$ cat config.mk
export PLATFORM = sky130hd
export DESIGN_NAME = hack_mem_arbiter_2x1
export DESIGN_NICKNAME = d
export VERILOG_FILES = /design/src/rtl/hack_arb_pkg.sv /design/src/rtl/mux_2x1_16bits.sv /design/src/rtl/hack_mem_arbiter_2x1.sv
export SDC_FILE = /design/constraint.sdc
export NUM_CORES = 1
export LEC_CHECK = 0
export CORE_UTILIZATION = 45
export CTS_CLUSTER_DIAMETER = 120
export CTS_CLUSTER_SIZE = 16
export DETAILED_ROUTE_END_ITERATION = 6
export DONT_BUFFER_PORTS = 1
export PLACE_DENSITY = 0.67
export SYNTH_ARGS = -nofsm -noshare
export SYNTH_HDL_FRONTEND = slang
export SYNTH_SLANG_ARGS = --single-unit
$ cat constraint.sdc
create_clock -name clk_in -period 3.2 [get_ports clk_in]
set_input_delay 0.64 -clock clk_in [delete_from_list [all_inputs] [get_ports clk_in]]
set_output_delay 0.64 -clock clk_in [all_outputs]
set_load 0.02 [all_outputs]
$ cat src/rtl/hack_arb_pkg.sv
// Shared types and constants for the two-requester Hack data-memory arbiter.
package hack_arb_pkg;

    localparam int DATA_W = 16;

    typedef enum logic [1:0] {
        IDLE  = 2'd0,
        OWN_A = 2'd1,
        OWN_B = 2'd2
    } arb_state_t;

    typedef enum logic {
        OWNER_A = 1'b0,
        OWNER_B = 1'b1
    } owner_t;

endpackage

$ cat src/rtl/mux_2x1_16bits.sv
// 16-bit two-input multiplexer: y = sel ? b : a.
module mux_2x1_16bits
    import hack_arb_pkg::*;
(
    input  logic [DATA_W-1:0] a,
    input  logic [DATA_W-1:0] b,
    input  logic              sel,
    output logic [DATA_W-1:0] y
);

    assign y = sel ? b : a;

endmodule

$ cat src/rtl/hack_mem_arbiter_2x1.sv
// Round-robin arbiter with bounded-hold preemption sharing one Hack memory port.
// Define HACK_ARB_FIXED_PRIORITY_EN to make A the fixed high-priority requester.
module hack_mem_arbiter_2x1
    import hack_arb_pkg::*;
#(
    parameter int MAX_HOLD = 4,
    parameter int CNT_W    = 8
) (
    input  logic              clk_in,
    input  logic              rst_in,
    input  logic              req_a_in,
    input  logic [DATA_W-1:0] addr_a_in,
    input  logic [DATA_W-1:0] data_a_in,
    input  logic              we_a_in,
    input  logic              req_b_in,
    input  logic [DATA_W-1:0] addr_b_in,
    input  logic [DATA_W-1:0] data_b_in,
    input  logic              we_b_in,
    output logic              gnt_a_out,
    output logic              gnt_b_out,
    output logic [DATA_W-1:0] mem_addr_out,
    output logic [DATA_W-1:0] mem_data_out,
    output logic              mem_we_out
);

    localparam logic [CNT_W-1:0] HOLD_LAST = CNT_W'(MAX_HOLD - 1);

    arb_state_t       state;
    arb_state_t       state_next;
    logic [CNT_W-1:0] hold_cnt;
    logic [CNT_W-1:0] cnt_next;
    owner_t           last_owner;
    logic             sel;

    // NOTE: sequential state uses non-blocking assignments so every register
    // samples the pre-edge values of its neighbours.
    always_ff @(posedge clk_in) begin
        if (rst_in) begin
            state      <= IDLE;
            hold_cnt   <= '0;
            last_owner <= OWNER_B;
        end else begin
            state    <= state_next;
            hold_cnt <= cnt_next;
            if (state_next == OWN_A) begin
                last_owner <= OWNER_A;
            end else if (state_next == OWN_B) begin
                last_owner <= OWNER_B;
            end
        end
    end

    // NOTE: every variable gets a default before the case so no path leaves
    // it unassigned, which would otherwise infer a latch.
    always_comb begin
        state_next = state;
        cnt_next   = '0;
        case (state)
            IDLE: begin
`ifdef HACK_ARB_FIXED_PRIORITY_EN
                if (req_a_in) begin
                    state_next = OWN_A;
                end else if (req_b_in) begin
                    state_next = OWN_B;
                end
`else
                if (req_a_in && (!req_b_in || last_owner == OWNER_B)) begin
                    state_next = OWN_A;
                end else if (req_b_in) begin
                    state_next = OWN_B;
                end
`endif
            end
            OWN_A: begin
                if (!req_a_in) begin
                    state_next = req_b_in ? OWN_B : IDLE;
                end else if (req_b_in) begin
`ifndef HACK_ARB_FIXED_PRIORITY_EN
                    if (hold_cnt == HOLD_LAST) begin
                        state_next = OWN_B;
                    end else begin
                        cnt_next = hold_cnt + 1'b1;
                    end
`endif
                end
            end
            OWN_B: begin
                if (!req_b_in) begin
                    state_next = req_a_in ? OWN_A : IDLE;
                end else if (req_a_in) begin
                    if (hold_cnt == HOLD_LAST) begin
                        state_next = OWN_A;
                    end else begin
                        cnt_next = hold_cnt + 1'b1;
                    end
                end
            end
            default: begin
                state_next = IDLE;
            end
        endcase
    end

    // Grants and write enable decode from the registered state only.
    always_comb begin
        gnt_a_out  = (state == OWN_A);
        gnt_b_out  = (state == OWN_B);
        sel        = (state == OWN_B);
        mem_we_out = (gnt_a_out & we_a_in) | (gnt_b_out & we_b_in);
    end

    mux_2x1_16bits u_addr_mux (
        .a   (addr_a_in),
        .b   (addr_b_in),
        .sel (sel),
        .y   (mem_addr_out)
    );

    mux_2x1_16bits u_data_mux (
        .a   (data_a_in),
        .b   (data_b_in),
        .sel (sel),
        .y   (mem_data_out)
    );

endmodule

# --- Yosys cells after proc, flatten, opt, wreduce, memory -nomap -nowiden ---
# Cells that the tools add are included.
totals:
  ff_bits: 11
  out_inout_bits: 35
  word_cells: 38
classes:
  add_sub_neg: 1
  eq_ne: 5
  mux: 21
  bitwise_logic: 3
  reduce_logical: 5
op_table:
  columns: ["cell", "count"]
  rows:
  - ["two-way mux 8 bit", 5]
  - ["two-way mux 16 bit", 2]
  - ["two-way mux 2 bit", 9]
  - ["case mux 8 bit (2 select lines)", 1]
  - ["adder 8 x 1 -> 8 bit, second input constant", 1]
  - ["== test 8 x 2 -> 1 bit, second input constant", 1]
  - ["case mux 2 bit (3 select lines)", 1]
  - ["== test 2 x 1 -> 1 bit, second input constant", 2]
  - ["== test 2 bit, second input constant", 2]
  - ["two-way mux 1 bit", 3]
  - ["bitwise AND 1 bit", 2]
  - ["logical NOT 2 bit", 1]
  - ["nonzero test 2 bit", 1]
  - ["logical AND 1 bit", 1]
  - ["logical NOT 1 bit", 1]
  - ["logical OR 1 bit", 1]
  - ["OR 1 bit", 1]

# --- Depth between registers and ports, before layout ---
depth:
  ltp_word: 8
  ltp_mapped: 10

# --- Hierarchy ---
# A second synthesis with hierarchy kept.
unflattened:
  cells_unflattened: 107
  hier_area_um2: 1179.9
modules_own_cells:
  columns: ["mod", "instances", "cells_per_inst", "area_per_inst_um2", "seq_area_each_um2"]
  rows:
  - ["hack_mem_arbiter_2x1", 1, 71, 681.9, 220.2]
  - ["mux_2x1_16bits", 2, 18, 249.0, 0.0]

# --- Worst setup path before layout ---
# OpenSTA, ideal clock, no wires.
synth_timing:
  kind: "flip-flop to output port"
  from: "register state[0]"
  to: "output mem_addr_out[10]"
  arrival_ns: 1.536
  required_ns: 2.560
  path_slack_ns: 1.024
  path_stages_with_launch: 6
  path_buffers: 2
  cell_sequence: "dfxtp_1 inv_1 ha_1 buf_2 buf_2 mux2_2"
synth_between:
  elab_chain_cells: 2
synth_lines:
  columns: ["element", "line_no", "rtl"]
  rows:
  - ["start, declared", "hack_mem_arbiter_2x1.sv:28", "arb_state_t state;"]
  - ["start signal, assigned", "hack_mem_arbiter_2x1.sv:43", "state <= state_next;"]
  - ["== test 2 bit", null, null]
  - ["net gnt_b_out", "hack_mem_arbiter_2x1.sv:20", "output logic gnt_b_out,"]
  - ["two-way mux 16 bit", "mux_2x1_16bits.sv:11", "assign y = sel ? b : a;"]
  - ["end, declared", "hack_mem_arbiter_2x1.sv:21", "output logic [DATA_W-1:0] mem_addr_out,"]
# The timed path passes the listed nets, and every way through them passes these cells.

# --- Worst setup path in the final report ---
layout_timing:
  from: "register state[1]"
  to: "output mem_addr_out[15]"
layout_between:
  elab_chain_cells: 2
layout_lines:
  columns: ["element", "line_no", "rtl"]
  rows:
  - ["== test 2 bit", "hack_mem_arbiter_2x1.sv:108", "sel = (state == OWN_B);"]
  - ["two-way mux 16 bit", "mux_2x1_16bits.sv:11", null]
# Every way passes these cells.

==> results.toml <==
[clock_tree]
cts_resized = 0
cts-buffers-inserted = 3
cts_tree = "done"
cts_setup_buffers = 0
ctsHoldBuffers = 0
clk_latency_ns = 0.28
clockBufferDepth = 2
clk_pin_slew_ns = 0.08
cts.root.buffer_cell = "clkbuf_4"
htreeDepth = 1
cts_num_sinks = 11

[detailed_routing]
wirelength_um = 3050
drc = 0
vias = 974
drt_iter0_drc = 26
ant_nets = 0
drt-pass1-iter-count = 4
wire_per_inst_um = 20.8
vias_per_cell = 6.63

[sta]
timing.fmax_mhz = 388
slew_violations = 0
slew_headroom_pct = 60.8
hold_viol = 0
worst_pin_slew_ns = 0.583
setup_viol = 0
whs_ns = 0.456
fin_skew_ns = 0.00299
rsz0062_at_grt = "no"
fin_setup_tns_ns = 0
fin_crit_ns = 2.58
fin_crit_sh_pct = 80.6

[status]
status = "finished, final reports clean"

[power]
power_frac_comb_pct = 61.0
report.power.total_uw = 693
leakagePower_nw = 0.417
pwr-share-clk_pct = 14.8
netSwitchingFraction_pct = 46.5
p_switching_uw = 322
pwr-share-seq_pct = 24.2
power.internal_uw = 371
vdd_drop_max_mv = 0.388
p_per_area_nw_per_um2 = 583

[global_route]
grt_start_max_net_pins = 29
grt_pass1_wl_um = 4300
antenna_found_initial = 0
grtUsageTotal_pct = 21.4
grt.overflow.total = 0
grt_pass1_vias = 915

[logic_synthesis]
async_flop_share_pct = 0
synth_edf_count = 0
synth_top_area_share_pct = 32.6
synth_cell_type_count = 40
ys_ff_latch = 11
synth_top_cell_by_area = "mux2_2"
avgSynthCellArea_um2 = 9.50
synth.most_common_cell = "mux2_2"
ys.warnings.count = 0
synth_area_leaders = "mux2_2, dfxtp_1, ha_1, o211ai_1, buf_2"
syn_area_um2 = 1140
synthCells = 120
ys.flop_type = "dfxtp_1"
yosys-top-cells-count = "mux2_2, dfxtp_1, ha_1"
ys_seq_area_share_pct = 19.3
synthesis.nets = 196

[finish]
multi_input_area_um2 = 868
antenna_cells = 0
nets = 196
fin_util_pct = 51.7
final_layout_size_suffix_gt1_share_pct = 37.0
nFillCells = 219
seqCellArea_um2 = 220
area_delta_synth_final_pct = 4.28

[floorplan]
fp.dieW_um = 52.3
initial_core_util_pct = 49.6
coreArea_um2 = 2300
die-area_um2 = 2740
rows = 17
io_pins = 105
die_y_um = 52.3

[run]
max-cap-violations = 0

[setup_path]
start_kind = "register"
cpMaxStageDelayCell = "ha_1"
required_ns = 2.56
worstPathArrival_ns = 1.94
critical_path.top_delay_family = "adder cells"
crit_path_end_kind = "output pin"
cp_cell_sequence = "ha_1 > buf_12 > mux2_2"
critical_path.max_stage_delay_ns = 0.52
crit_type = "register to output pin"
crit_fanout = 28
path_buf_inv = 1

[min_path]
hold_path.class = "input pin to register"

[place]
numPortBuffers = 0
hpwl_um = 2560
gp_congestion = 0.858
state kept, by name, indices dropped and copies added, names as in the netlist:
register,cells
last_owner,1
hold_cnt,8
state,2
worst register-to-register path, stage by stage, from the launching register on:
cell,delay (ns)
dfxtp_1,0.43
ha_1,0.53
buf_12,0.26
nand3_1,0.12
a211oi_1,0.19
a221oi_1,0.08
ha_1,0.30
mux2i_1,0.18
nand2b_1,0.06
metrics by stage:
stage                     area [um^2]  std cells  setup WS [ns]
after floorplan                  1140        120           1.02
after global placement           1160        143          0.976
after detailed placement         1160        143          0.927
after CTS                        1190        147          0.621
after global routing             1190        147          0.529
final                            1190        147          0.622
cell families (layout without fill, tap and decap cells):
logic type	count (synthesis)	count (layout)	synth area share, %
buffers and inverters	11	10	4.50
and+or+nand+nor	30	30	16.4
adders and majority gates	6	6	6.59
muxes	35	35	34.4
AOI/OAI and AO/OA	24	24	16.6
DFF	11	11	19.3
xor gates and xnor gates	3	3	2.31
cell usage in the layout (no fill, tap or decap), types with 3 or more instances in the layout:
cell type | netlist | final
o211ai_1 | 4 | 4
nand2_1 | 3 | 3
inv_1 | 5 | 5
mux2_2 | 33 | 33
o21ai_0 | 4 | 4
dfxtp_1 | 11 | 11
and3_1 | 3 | 3
nor2_1 | 4 | 4
a21oi_1 | 4 | 4
clkbuf_4 | 0 | 3
ha_1 | 6 | 6
or3_1 | 3 | 3
nand3_1 | 5 | 5
area by class of cell:
| cell class | instances | area share [%] |
|---|---|---|
| Multi-Input combinational cell | 98 | 73.1 |
| Sequential cell | 11 | 18.5 |
| Tap cell | 28 | 2.95 |
| Clock buffer | 4 | 2.21 |
| Timing Repair Buffer | 1 | 1.68 |
| Inverter | 5 | 1.58 |
power groups by stage:
stage                     logic [mW]  clock network [mW]  registers, mW
final                          0.423               0.103          0.168
after global routing           0.451               0.111          0.172
after CTS                      0.426               0.100          0.167
after detailed placement       0.425                   0          0.171
after global placement         0.419                   0          0.171
after floorplan                0.373                   0          0.167
layer usage:
layer	track usage, %	share of wire [%]	vias up
li1	-	-	453
met1	25.6	38	458
met2	38.0	53	60
met3	5.80	8.8	3
met4	3.95	0.36	0
met5	0	0	-
path summary, 6_finish.rpt:
check / startpoint / end / slack [ns] / cells past startpoint
max: state[1] / mem_addr_out[15] / 0.62 / 3
min: rst_in / last_owner / 0.46 / 1
max reg2reg: state[1] / last_owner / 0.95 / 8
min reg2reg: last_owner / last_owner / 0.51 / 2
(Power assumes the default switching activity.)
